$ cat src/rtl/tpu_matmul_ctrl_if.sv
// Handshake and memory-write bus between the matmul sequencer and its host, memories and systolic array.
// master = host/environment side, slave = tpu_matmul_ctrl.
interface tpu_matmul_ctrl_if #(
    parameter int DATA_W = 8,
    parameter int ADDR_W = 5
);
    logic              start;
    logic              abort;
    logic              in_valid;
    logic [DATA_W-1:0] in_data;
    logic              in_ready;
    logic              mem_we_w;
    logic              mem_we_a;
    logic [ADDR_W-1:0] mem_addr;
    logic [DATA_W-1:0] mem_wdata;
    logic              sa_start;
    logic              sa_en;
    logic              res_valid;
    logic [DATA_W-1:0] res_data;
    logic              res_ready;
    logic              busy;
    logic              done;
    logic              err;

    modport master (
        output start, abort, in_valid, in_data, res_valid, res_data,
        input  in_ready, mem_we_w, mem_we_a, mem_addr, mem_wdata,
               sa_start, sa_en, res_ready, busy, done, err
    );

    modport slave (
        input  start, abort, in_valid, in_data, res_valid, res_data,
        output in_ready, mem_we_w, mem_we_a, mem_addr, mem_wdata,
               sa_start, sa_en, res_ready, busy, done, err
    );
endinterface

$ cat src/rtl/tpu_matmul_ctrl.sv
// Sequencer for one DIMxDIM matmul: loads weights/features, runs the systolic array, writes results back.
// Optional macro TPU_CTRL_PERF_EN adds the perf_cyc busy-cycle counter output.
module tpu_matmul_ctrl #(
    parameter int DIM     = 4,
    parameter int DATA_W  = 8,
    parameter int ADDR_W  = $clog2(2*DIM*DIM),
    parameter int RUN_CYC = 3*DIM-2
) (
    input  logic               clk,
    input  logic               rst_n,
`ifdef TPU_CTRL_PERF_EN
    output logic [15:0]        perf_cyc,
`endif
    tpu_matmul_ctrl_if.slave   bus
);

    typedef enum logic [2:0] {
        IDLE   = 3'd0,
        LOAD_W = 3'd1,
        LOAD_A = 3'd2,
        RUN    = 3'd3,
        WB     = 3'd4,
        DONE   = 3'd5
    } state_t;

    localparam logic [ADDR_W-1:0] LAST_ELEM = ADDR_W'(DIM*DIM-1);
    localparam logic [ADDR_W-1:0] RUN_LAST  = ADDR_W'(RUN_CYC-1);
    localparam logic [ADDR_W-1:0] WB_BASE   = ADDR_W'(DIM*DIM);

    function automatic logic is_load(input state_t s);
        return (s == LOAD_W) || (s == LOAD_A);
    endfunction

    state_t            state_r;
    state_t            next_state_s;
    logic [ADDR_W-1:0] cnt_r;
    logic [ADDR_W-1:0] cnt_next_s;

    logic              in_ready_r;
    logic              mem_we_w_r;
    logic              mem_we_a_r;
    logic [ADDR_W-1:0] mem_addr_r;
    logic [DATA_W-1:0] mem_wdata_r;
    logic              sa_start_r;
    logic              sa_en_r;
    logic              res_ready_r;
    logic              busy_r;
    logic              done_r;
    logic              err_r;

    logic              we_w_next_s;
    logic              we_a_next_s;
    logic [ADDR_W-1:0] addr_next_s;
    logic [DATA_W-1:0] wdata_next_s;

    logic              in_acc_s;
    logic              res_acc_s;
    logic              start_acc_s;
    logic              err_set_s;

    // Handshakes qualify against the registered ready flags the outside world sees.
    always_comb begin
        in_acc_s    = bus.in_valid & in_ready_r;
        res_acc_s   = bus.res_valid & res_ready_r;
        start_acc_s = (state_r == IDLE) & bus.start & ~bus.abort;
        err_set_s   = ~bus.abort &
                      (((state_r != IDLE) & bus.start) | ((state_r == RUN) & bus.res_valid));
    end

    // Next-state, counter and next write-port values.
    always_comb begin
        next_state_s = state_r;
        cnt_next_s   = cnt_r;
        we_w_next_s  = 1'b0;
        we_a_next_s  = 1'b0;
        addr_next_s  = mem_addr_r;
        wdata_next_s = mem_wdata_r;
        if (bus.abort) begin
            next_state_s = IDLE;
            cnt_next_s   = '0;
        end else begin
            case (state_r)
                IDLE: begin
                    if (bus.start) begin
                        next_state_s = LOAD_W;
                        cnt_next_s   = '0;
                    end else begin
                        next_state_s = IDLE;
                    end
                end
                LOAD_W, LOAD_A: begin
                    if (in_acc_s) begin
                        we_w_next_s  = (state_r == LOAD_W);
                        we_a_next_s  = (state_r == LOAD_A);
                        addr_next_s  = cnt_r;
                        wdata_next_s = bus.in_data;
                        if (cnt_r == LAST_ELEM) begin
                            next_state_s = (state_r == LOAD_W) ? LOAD_A : RUN;
                            cnt_next_s   = '0;
                        end else begin
                            cnt_next_s = cnt_r + ADDR_W'(1);
                        end
                    end else begin
                        cnt_next_s = cnt_r;
                    end
                end
                RUN: begin
                    // Results arriving here are dropped; err_set_s flags them.
                    if (cnt_r == RUN_LAST) begin
                        next_state_s = WB;
                        cnt_next_s   = '0;
                    end else begin
                        cnt_next_s = cnt_r + ADDR_W'(1);
                    end
                end
                WB: begin
                    if (res_acc_s) begin
                        we_a_next_s  = 1'b1;
                        addr_next_s  = WB_BASE + cnt_r;
                        wdata_next_s = bus.res_data;
                        if (cnt_r == LAST_ELEM) begin
                            next_state_s = DONE;
                            cnt_next_s   = '0;
                        end else begin
                            cnt_next_s = cnt_r + ADDR_W'(1);
                        end
                    end else begin
                        cnt_next_s = cnt_r;
                    end
                end
                DONE: begin
                    next_state_s = IDLE;
                    cnt_next_s   = '0;
                end
                default: begin
                    next_state_s = IDLE;
                    cnt_next_s   = '0;
                end
            endcase
        end
    end

    // State, counter and all registered outputs; flags are decoded from the next state.
    always_ff @(posedge clk or negedge rst_n) begin
        if (!rst_n) begin
            state_r     <= IDLE;
            cnt_r       <= '0;
            in_ready_r  <= 1'b0;
            mem_we_w_r  <= 1'b0;
            mem_we_a_r  <= 1'b0;
            mem_addr_r  <= '0;
            mem_wdata_r <= '0;
            sa_start_r  <= 1'b0;
            sa_en_r     <= 1'b0;
            res_ready_r <= 1'b0;
            busy_r      <= 1'b0;
            done_r      <= 1'b0;
        end else begin
            state_r     <= next_state_s;
            cnt_r       <= cnt_next_s;
            in_ready_r  <= is_load(next_state_s);
            mem_we_w_r  <= we_w_next_s;
            mem_we_a_r  <= we_a_next_s;
            mem_addr_r  <= addr_next_s;
            mem_wdata_r <= wdata_next_s;
            sa_start_r  <= (next_state_s == RUN) && (state_r != RUN);
            sa_en_r     <= (next_state_s == RUN);
            res_ready_r <= (next_state_s == WB);
            busy_r      <= (next_state_s != IDLE);
            done_r      <= (next_state_s == DONE);
        end
    end

    // Sticky protocol error; only an accepted start clears it.
    always_ff @(posedge clk or negedge rst_n) begin
        if (!rst_n) begin
            err_r <= 1'b0;
        end else if (start_acc_s) begin
            err_r <= 1'b0;
        end else if (err_set_s) begin
            err_r <= 1'b1;
        end else begin
            err_r <= err_r;
        end
    end

`ifdef TPU_CTRL_PERF_EN
    logic [15:0] perf_cyc_r;

    // Busy-cycle counter, saturating; holds after done until the next accepted start.
    always_ff @(posedge clk or negedge rst_n) begin
        if (!rst_n) begin
            perf_cyc_r <= 16'h0000;
        end else if (start_acc_s) begin
            perf_cyc_r <= 16'h0000;
        end else if ((state_r != IDLE) && (perf_cyc_r != 16'hFFFF)) begin
            perf_cyc_r <= perf_cyc_r + 16'h0001;
        end else begin
            perf_cyc_r <= perf_cyc_r;
        end
    end

    assign perf_cyc = perf_cyc_r;
`endif

    assign bus.in_ready  = in_ready_r;
    assign bus.mem_we_w  = mem_we_w_r;
    assign bus.mem_we_a  = mem_we_a_r;
    assign bus.mem_addr  = mem_addr_r;
    assign bus.mem_wdata = mem_wdata_r;
    assign bus.sa_start  = sa_start_r;
    assign bus.sa_en     = sa_en_r;
    assign bus.res_ready = res_ready_r;
    assign bus.busy      = busy_r;
    assign bus.done      = done_r;
    assign bus.err       = err_r;

endmodule

$ cat src/flat_wrapper.sv
// flat-port wrapper written by rule: the top's interface ports become plain ports
module tpu_matmul_ctrl_flat 
#(
    parameter int DIM     = 4,
    parameter int DATA_W  = 8,
    parameter int ADDR_W  = $clog2(2*DIM*DIM),
    parameter int RUN_CYC = 3*DIM-2
)
  (clk, rst_n, bus_start, bus_abort, bus_in_valid, bus_in_data, bus_res_valid, bus_res_data, bus_in_ready, bus_mem_we_w, bus_mem_we_a, bus_mem_addr, bus_mem_wdata, bus_sa_start, bus_sa_en, bus_res_ready, bus_busy, bus_done, bus_err);
  tpu_matmul_ctrl_if #(.DATA_W(DATA_W), .ADDR_W(ADDR_W)) bus_i ();
  input  logic clk;
  input  logic rst_n;
  input wire logic [$bits(bus_i.start)-1:0] bus_start;
  input wire logic [$bits(bus_i.abort)-1:0] bus_abort;
  input wire logic [$bits(bus_i.in_valid)-1:0] bus_in_valid;
  input wire logic [$bits(bus_i.in_data)-1:0] bus_in_data;
  input wire logic [$bits(bus_i.res_valid)-1:0] bus_res_valid;
  input wire logic [$bits(bus_i.res_data)-1:0] bus_res_data;
  output wire logic [$bits(bus_i.in_ready)-1:0] bus_in_ready;
  output wire logic [$bits(bus_i.mem_we_w)-1:0] bus_mem_we_w;
  output wire logic [$bits(bus_i.mem_we_a)-1:0] bus_mem_we_a;
  output wire logic [$bits(bus_i.mem_addr)-1:0] bus_mem_addr;
  output wire logic [$bits(bus_i.mem_wdata)-1:0] bus_mem_wdata;
  output wire logic [$bits(bus_i.sa_start)-1:0] bus_sa_start;
  output wire logic [$bits(bus_i.sa_en)-1:0] bus_sa_en;
  output wire logic [$bits(bus_i.res_ready)-1:0] bus_res_ready;
  output wire logic [$bits(bus_i.busy)-1:0] bus_busy;
  output wire logic [$bits(bus_i.done)-1:0] bus_done;
  output wire logic [$bits(bus_i.err)-1:0] bus_err;
  assign bus_i.start = bus_start;
  assign bus_i.abort = bus_abort;
  assign bus_i.in_valid = bus_in_valid;
  assign bus_i.in_data = bus_in_data;
  assign bus_i.res_valid = bus_res_valid;
  assign bus_i.res_data = bus_res_data;
  assign bus_in_ready = bus_i.in_ready;
  assign bus_mem_we_w = bus_i.mem_we_w;
  assign bus_mem_we_a = bus_i.mem_we_a;
  assign bus_mem_addr = bus_i.mem_addr;
  assign bus_mem_wdata = bus_i.mem_wdata;
  assign bus_sa_start = bus_i.sa_start;
  assign bus_sa_en = bus_i.sa_en;
  assign bus_res_ready = bus_i.res_ready;
  assign bus_busy = bus_i.busy;
  assign bus_done = bus_i.done;
  assign bus_err = bus_i.err;
  tpu_matmul_ctrl #(.DIM(DIM), .DATA_W(DATA_W), .ADDR_W(ADDR_W), .RUN_CYC(RUN_CYC)) u_core (.clk(clk), .rst_n(rst_n), .bus(bus_i));
endmodule
$ cat config.mk
export PLATFORM = sky130hd
export DESIGN_NAME = tpu_matmul_ctrl_flat
export DESIGN_NICKNAME = d
export VERILOG_FILES = /design/src/rtl/tpu_matmul_ctrl_if.sv /design/src/rtl/tpu_matmul_ctrl.sv /design/src/flat_wrapper.sv
export SDC_FILE = /design/constraint.sdc
export NUM_CORES = 1
export LEC_CHECK = 0
export ABC_AREA = 0
export CAP_MARGIN = 20
export CORE_MARGIN = 4
export CORE_UTILIZATION = 48
export DETAILED_ROUTE_END_ITERATION = 12
export GPL_TIMING_DRIVEN = 1
export MAX_ROUTING_LAYER = met4
export PLACE_DENSITY = 0.79
export REMOVE_ABC_BUFFERS = 1
export SKIP_LAST_GASP = 1
export SYNTH_ARGS = -nofsm -noshare
export SYNTH_HDL_FRONTEND = slang
export SYNTH_SLANG_ARGS = --single-unit
export TNS_END_PERCENT = 5
$ cat constraint.sdc
create_clock -name clk -period 2.3 [get_ports clk]
set_input_delay 0.46 -clock clk [delete_from_list [all_inputs] [get_ports clk]]
set_output_delay 0.46 -clock clk [all_outputs]
set_load 0.05 [all_outputs]
==> results.py, run 1 <==
metrics = {
    "synthesis": {
        "synthFlopType": "dfrtp_1",
        "syn_inst": 141,
        "synthTopCellsByArea": "dfrtp_1, mux2_4, mux2_2, ha_1, o311ai_2",
        "synthArstFlopShare": 1.000,
        "yosysTopAreaCell": "dfrtp_1",
        "synth_edf_count": 0,
        "avgSynthCellArea_um2": 11.83,
        "yosysSeqAreaShare": 0.4501,
        "synth_cell_types": 47,
        "ys_seq_elements": 30,
        "yosysWarnings": 0,
        "synth_area_mm2": 0.001668,
        "yosysTopAreaCellShare": 0.4501,
    },
    "drt": {
        "routedWlPerCell_um": 15.78,
        "finalWirelength_um": 3787,
        "dr.pass1.iters": 6,
        "drc": 0,
        "via_per_inst": 5.688,
        "ant_nets": 0,
        "vias": 1365,
        "drtIter0Drc": 62,
    },
    "die": {
        "ioPinCount": 44,
        "die_h_um": 66.95,
        "dieWidth_um": 66.95,
        "start_util": 0.4998,
        "rows": 21,
        "die_area_mm2": 0.004482,
        "core_area_mm2": 0.003337,
    },
    "sta": {
        "slew_violations": 0,
        "setup_viol": 0,
        "min_period_ns": 2.203,
        "finalClockSkew_ns": 0.005062,
        "max_freq_mhz": 453.9,
        "fin_setup_tns_ns": 0,
        "slew-limit-headroom": 0.6203,
        "worst_pin_slew_ns": 0.5696,
        "rsz0062_at_grt": "false",
        "hold_violations": 0,
        "min_period_over_period": 0.9578,
    },
    "clock_tree": {
        "clock_sinks": 30,
        "clk_path_buf_depth": 2,
        "h-tree-depth": 2,
        "clk-insertion-delay-late_ns": 0.31,
        "cts_tree": "yes",
        "numCtsBuffers": 5,
        "clk_pin_slew_ns": 0.09,
        "cts_root_buf": "clkbuf_4",
        "cts.hold.buffers_added": 0,
    },
    "global_route": {
        "grt_pass1_vias": 1345,
        "grt_max_degree": 31,
        "antenna_found_initial": 0,
        "grt_pass1_wl_um": 6037,
        "grt-ovfl-total": 0,
        "track_usage": 0.1786,
    },
    "worst_setup_path": {
        "path_cells": "ha_1 -> and3_4 -> ha_4 -> or4b_4 -> o311ai_4 -> o211ai_2 -> o311ai_2",
        "reg2reg_from": "u_core.cnt_r[0]",
        "slowest_delay_ns": 0.55,
        "cp.required_ns": 2.52,
        "start_kind": "flop",
        "startpoint": "u_core.cnt_r[0]",
        "worstPathArrival_ns": 2.42,
        "crit_fanout": 5,
        "crit_path_end_kind": "flop",
        "path_class": "flop to flop",
        "r2r_slack_ns": 0.1,
        "cp_slowest_cell": "or4b_4",
    },
    "pwr": {
        "peakVddDrop_mv": 0.3865,
        "finalPower_uw": 1319,
        "power.leakage_uw": 0.0009882,
        "power.density_mw_per_mm2": 583.6,
    },
    "placement": {
        "io_buffers": 43,
        "hpwl_um": 2667,
        "gp_congestion": 0.8125,
        "placedCellCount": 232,
    },
    "final_layout": {
        "num-fill-cells": 253,
        "drive_above_1_share": 0.2629,
        "fin_nets": 220,
        "n_antenna_cell": 0,
        "final_cells": 240,
        "syn2layout_area_growth_pct": 35.56,
        "final_core_util": 0.6775,
    },
    "worst_hold_path": {
        "holdCritStartpoint": "u_core.bus.mem_wdata[2]",
        "hold_path.class": "flop to flop",
    },
    "status": {
        "status": "completed",
    },
    "run": {
        "maxCapViolCount": 0,
    },
}
-- logic make-up (layout without fill, tap and decap cells) --
logic type	count (synthesis)	count (layout)	share of synthesized area
simple gates	38	38	0.1403
compound gates	31	31	0.1575
flops	30	30	0.4501
mux	21	21	0.1643
buf+inv	15	68	0.04726
fa+ha+maj	4	4	0.03001
xor+xnor	2	2	0.01050
-- worst max-delay path, delay by kind of cell (launching register included) --
kind / cells / cell delay, ns
AOI/OAI and AO/OA: 3 / 0.60
DFF: 1 / 0.39
and+or+nand+nor: 2 / 0.75
adders and majority gates: 2 / 0.38
-- layout make-up --
type | count | area, µm² | area share
Clock buffer | 5 | 37.54 | 0.01660
Clock inverter | 2 | 10.01 | 0.004427
Inverter | 8 | 30.03 | 0.01328
Multi-Input combinational cell | 96 | 869.6 | 0.3846
Sequential cell | 30 | 750.7 | 0.3320
Tap cell | 46 | 57.56 | 0.02546
Timing Repair Buffer | 53 | 505.5 | 0.2236
-- Yosys cell counts, types with 2 or more instances --
cell type  count
dfrtp_1       30
mux2_2        11
mux2_4        10
nor2_1         8
inv_1          7
nand3_1        6
a21oi_1        5
ha_1           4
nand2_1        4
nand2b_1       4
buf_2          3
buf_4          3
a211oi_1       2
a2bb2oi_1      2
and2_1         2
nor3_1         2
o2111ai_1      2
o211ai_1       2
o211ai_2       2
o21ai_1        2
o22ai_1        2
o311ai_2       2
or4b_1         2
-- state kept, by name, indices dropped and copies added, names as in the netlist, 3 cells and up --
signal                count
u_core.state_r            3
u_core.bus.mem_addr       5
u_core.cnt_r              5
u_core.bus.mem_wdata      8
-- path summary, 6_finish.rpt --
check / endpoint / cells past startpoint
max: u_core.cnt_r[2] / 7
min: u_core.bus.mem_wdata[2] / 1
max reg2reg: u_core.cnt_r[2] / 7
min reg2reg: u_core.bus.mem_wdata[2] / 1
max in group asynchronous: u_core.bus.mem_we_a / 2
min in group asynchronous: u_core.bus.mem_addr[1] / 2
-- cell usage in the layout (no fill, tap or decap), types with 2 or more instances in the layout --
cell              n
clkdlybuf4s50_1  43
dfrtp_1          30
mux2_2           11
mux2_4           10
buf_4            10
nor2_1            8
inv_1             7
nand3_1           6
a21oi_1           5
clkbuf_4          5
nand2b_1          4
nand2_1           4
ha_1              3
a211oi_1          2
and2_1            2
nor3_1            2
o21ai_1           2
o211ai_2          2
o2111ai_1         2
o211ai_1          2
o22ai_1           2
a2bb2oi_1         2
clkinv_2          2
-- routing by layer --
metal	vias to the layer above	GRT usage	wire (µm)
li1	629	-	-
met1	661	0.2028	1582
met2	65	0.3082	1802
met3	10	0.05059	338
met4	0	0.04810	63
met5	-	-	0
-- power by group --
| group | switching (µW) | internal [µW] | total, µW |
|---|---|---|---|
| clock | 167 | 110 | 276 |
| sequential | 32.8 | 575 | 608 |
| combinational | 250 | 186 | 435 |
| total | 449 | 870 | 1320 |
-- per-stage QoR --
| step | setup WS, ns | hold WS (ns) | area, µm² |
|---|---|---|---|
| after global placement | 0.1663 | 0.4853 | 2175 |
| after detailed placement | 0.06849 | 0.4905 | 2175 |
| after CTS | 0.02655 | 0.5164 | 2222 |
| final | 0.09701 | 0.5141 | 2261 |
| after floorplan | 0.1743 | 0.1644 | 1619 |
| after global routing | 0.03016 | 0.5384 | 2261 |
-- timing repair --
| item | 4_1_cts | 5_1_grt |
|---|---|---|
| gates resized for setup | 0 | 5 |
| endpoints found under the setup margin | 0 | 3 |
| buffers inserted | 0 | 1 |
Note: power is estimated with default switching activity, not from simulation.
==> inputs of run 2 (changes only) <==
- HOLD_SLACK_MARGIN: unset -> 0.15
==> results of run 2 <==
Final layout, timing and power as in run 1 (identical DEF).
==> inputs of run 3 (changes only) <==
- CORE_UTILIZATION: 48 -> 43
- PLACE_DENSITY: 0.79 -> 0.75
- clock period: 2.3 -> 1.9 ns (I/O delays scaled with it)
==> results.py, run 3 (synthesis results as in run 1) <==
metrics = {
    "status": {
        "status": "complete, but fails checks",
        "violations": "negative setup slack",
    },
    "final_layout": {
        "fin_nets": 231,
        "num-fill-cells": 297,
        "largest_reg_flops": 8,
        "syn2layout_area_growth_pct": 44.49,
        "layout_common_cells": "clkdlybuf4s50_1, dfrtp_1, buf_4",
        "design_area_mm2": 0.002410,
        "final_core_util": 0.6485,
        "mostFrequentLayoutCell": "clkdlybuf4s50_1",
        "n_antenna_cell": 0,
        "drive_above_1_share": 0.3398,
    },
    "drt": {
        "routedWlPerCell_um": 16.02,
        "top_layer": "met4",
        "met3WireLength_um": 219,
        "via_per_inst": 5.402,
        "finalWirelength_um": 4069,
        "drtIter0Drc": 67,
        "ant_nets": 0,
        "drc": 0,
        "wl_met2_um": 2036,
        "wl_met1_um": 1755,
        "dr.pass1.iters": 4,
        "vias": 1372,
    },
    "global_route": {
        "grt_pass1_vias": 1365,
        "track_usage": 0.1763,
        "grt_pass1_wl_um": 6810,
        "grt-ovfl-total": 0,
        "antenna_found_initial": 0,
        "grt_max_degree": 31,
    },
    "sta": {
        "min_period_ns": 2.028,
        "slew-limit-headroom": 0.6570,
        "hold_violations": 0,
        "max_freq_mhz": 493.1,
        "hold_ws_ns": 0.4880,
        "fin_setup_tns_ns": -0.5347,
        "fin_ws_ns": -0.1282,
        "slew_violations": 0,
        "setup_viol": 6,
        "rsz0062_at_grt": "true",
        "min_period_over_period": 1.067,
        "worst_pin_slew_ns": 0.5129,
        "finalClockSkew_ns": 0.006145,
    },
    "worst_setup_path": {
        "reg2reg_from": "u_core.cnt_r[0]",
        "path_cells": "ha_2 -> and3_4 -> ha_4 -> or4b_4 -> o311ai_4 -> o211ai_2 -> o311ai_2",
        "r2r_slack_ns": -0.13,
        "worstPathArrival_ns": 2.21,
        "cp.required_ns": 2.09,
        "slowest_delay_ns": 0.49,
        "path_delay_family": "simple AND/OR/NAND/NOR gates",
        "path_depth": 7,
        "start_kind": "flop",
        "rr_worst_depth": 7,
        "r2r-end": "u_core.cnt_r[2]",
        "crit_fanout": 4,
        "crit_path_end_kind": "flop",
        "endpoint": "u_core.cnt_r[2]",
        "startpoint": "u_core.cnt_r[0]",
        "cp_slowest_cell": "or4b_4",
        "critPathBufInv": 0,
        "path_class": "flop to flop",
    },
    "pwr": {
        "power.leakage_uw": 0.001081,
        "finalPower_uw": 1806,
        "peakVddDrop_mv": 0.6972,
        "power.density_mw_per_mm2": 749.2,
    },
    "die": {
        "rows": 22,
        "die_area_mm2": 0.004939,
        "die_h_um": 70.28,
        "core_area_mm2": 0.003716,
        "dieWidth_um": 70.28,
        "start_util": 0.4488,
        "ioPinCount": 44,
    },
    "clock_tree": {
        "clk-insertion-delay-late_ns": 0.28,
        "numCtsBuffers": 5,
        "clock_sinks": 30,
        "post_cts_buffers": 0,
        "cts_root_buf": "clkbuf_8",
        "cts_tree": "yes",
        "h-tree-depth": 2,
        "clk_path_buf_depth": 2,
        "clk_pin_slew_ns": 0.06,
    },
    "worst_hold_path": {
        "hold_path.class": "input pin to asynchronous set/reset pin",
    },
    "placement": {
        "dpl-instance-area_mm2": 0.002267,
        "hpwl_um": 2992,
        "io_buffers": 43,
        "gp_congestion": 0.8775,
    },
    "run": {
        "maxCapViolCount": 0,
    },
}
-- run 3: how the worst min path moves through the flow --
stage / from / end / cells past startpoint
after floorplan: rst_n / u_core.bus.busy / 0
after global placement: u_core.bus.err / u_core.bus.err / 1
after detailed placement: u_core.bus.mem_wdata[0] / u_core.bus.mem_wdata[0] / 1
after CTS: rst_n / u_core.bus.mem_wdata[3] / 2
after global routing: u_core.bus.mem_addr[4] / u_core.bus.mem_addr[4] / 1
final: rst_n / u_core.bus.mem_wdata[3] / 2
-- run 3: where the power goes --
| group | internal [µW] | switching, µW |
|---|---|---|
| clock network | 292 | 232 |
| registers | 697 | 38.2 |
| logic | 236 | 310 |
-- run 3: through the flow --
| stage | instances | setup WS [ns] |
|---|---|---|
| 6_report | 254 | -0.1282 |
| 5_1_grt | 254 | -0.2375 |
| 4_1_cts | 254 | -0.1602 |
| 3_5_place_dp | 246 | -0.2503 |
| 3_3_place_gp | 246 | -0.1626 |
| 2_1_floorplan | 134 | -0.2257 |
-- run 3: layout make-up --
class	instances	area [µm²]	share of cell area
clock inverters	1	5.005	0.002077
flip-flops and latches	30	750.7	0.3115
well taps	48	60.06	0.02492
repair buffers	64	588.1	0.2440
multi-input cells	96	889.6	0.3692
clock buffers	7	86.33	0.03583
inverters	8	30.03	0.01246
-- run 3: per-layer routing --
layer  vias to the layer above  global-route usage
li1                        653                   -
met1                       668              0.2131
met2                        46              0.2900
met3                         5             0.04029
met4                         0             0.05745
met5                         -                   -
-- run 3: what timing repair did --
item                                    CTS  global route
endpoints found under the hold margin     0             0
pin swaps                                 5             2
gates resized for setup                   7             2
hold buffers                              0             0
endpoints found under the setup margin    9            10
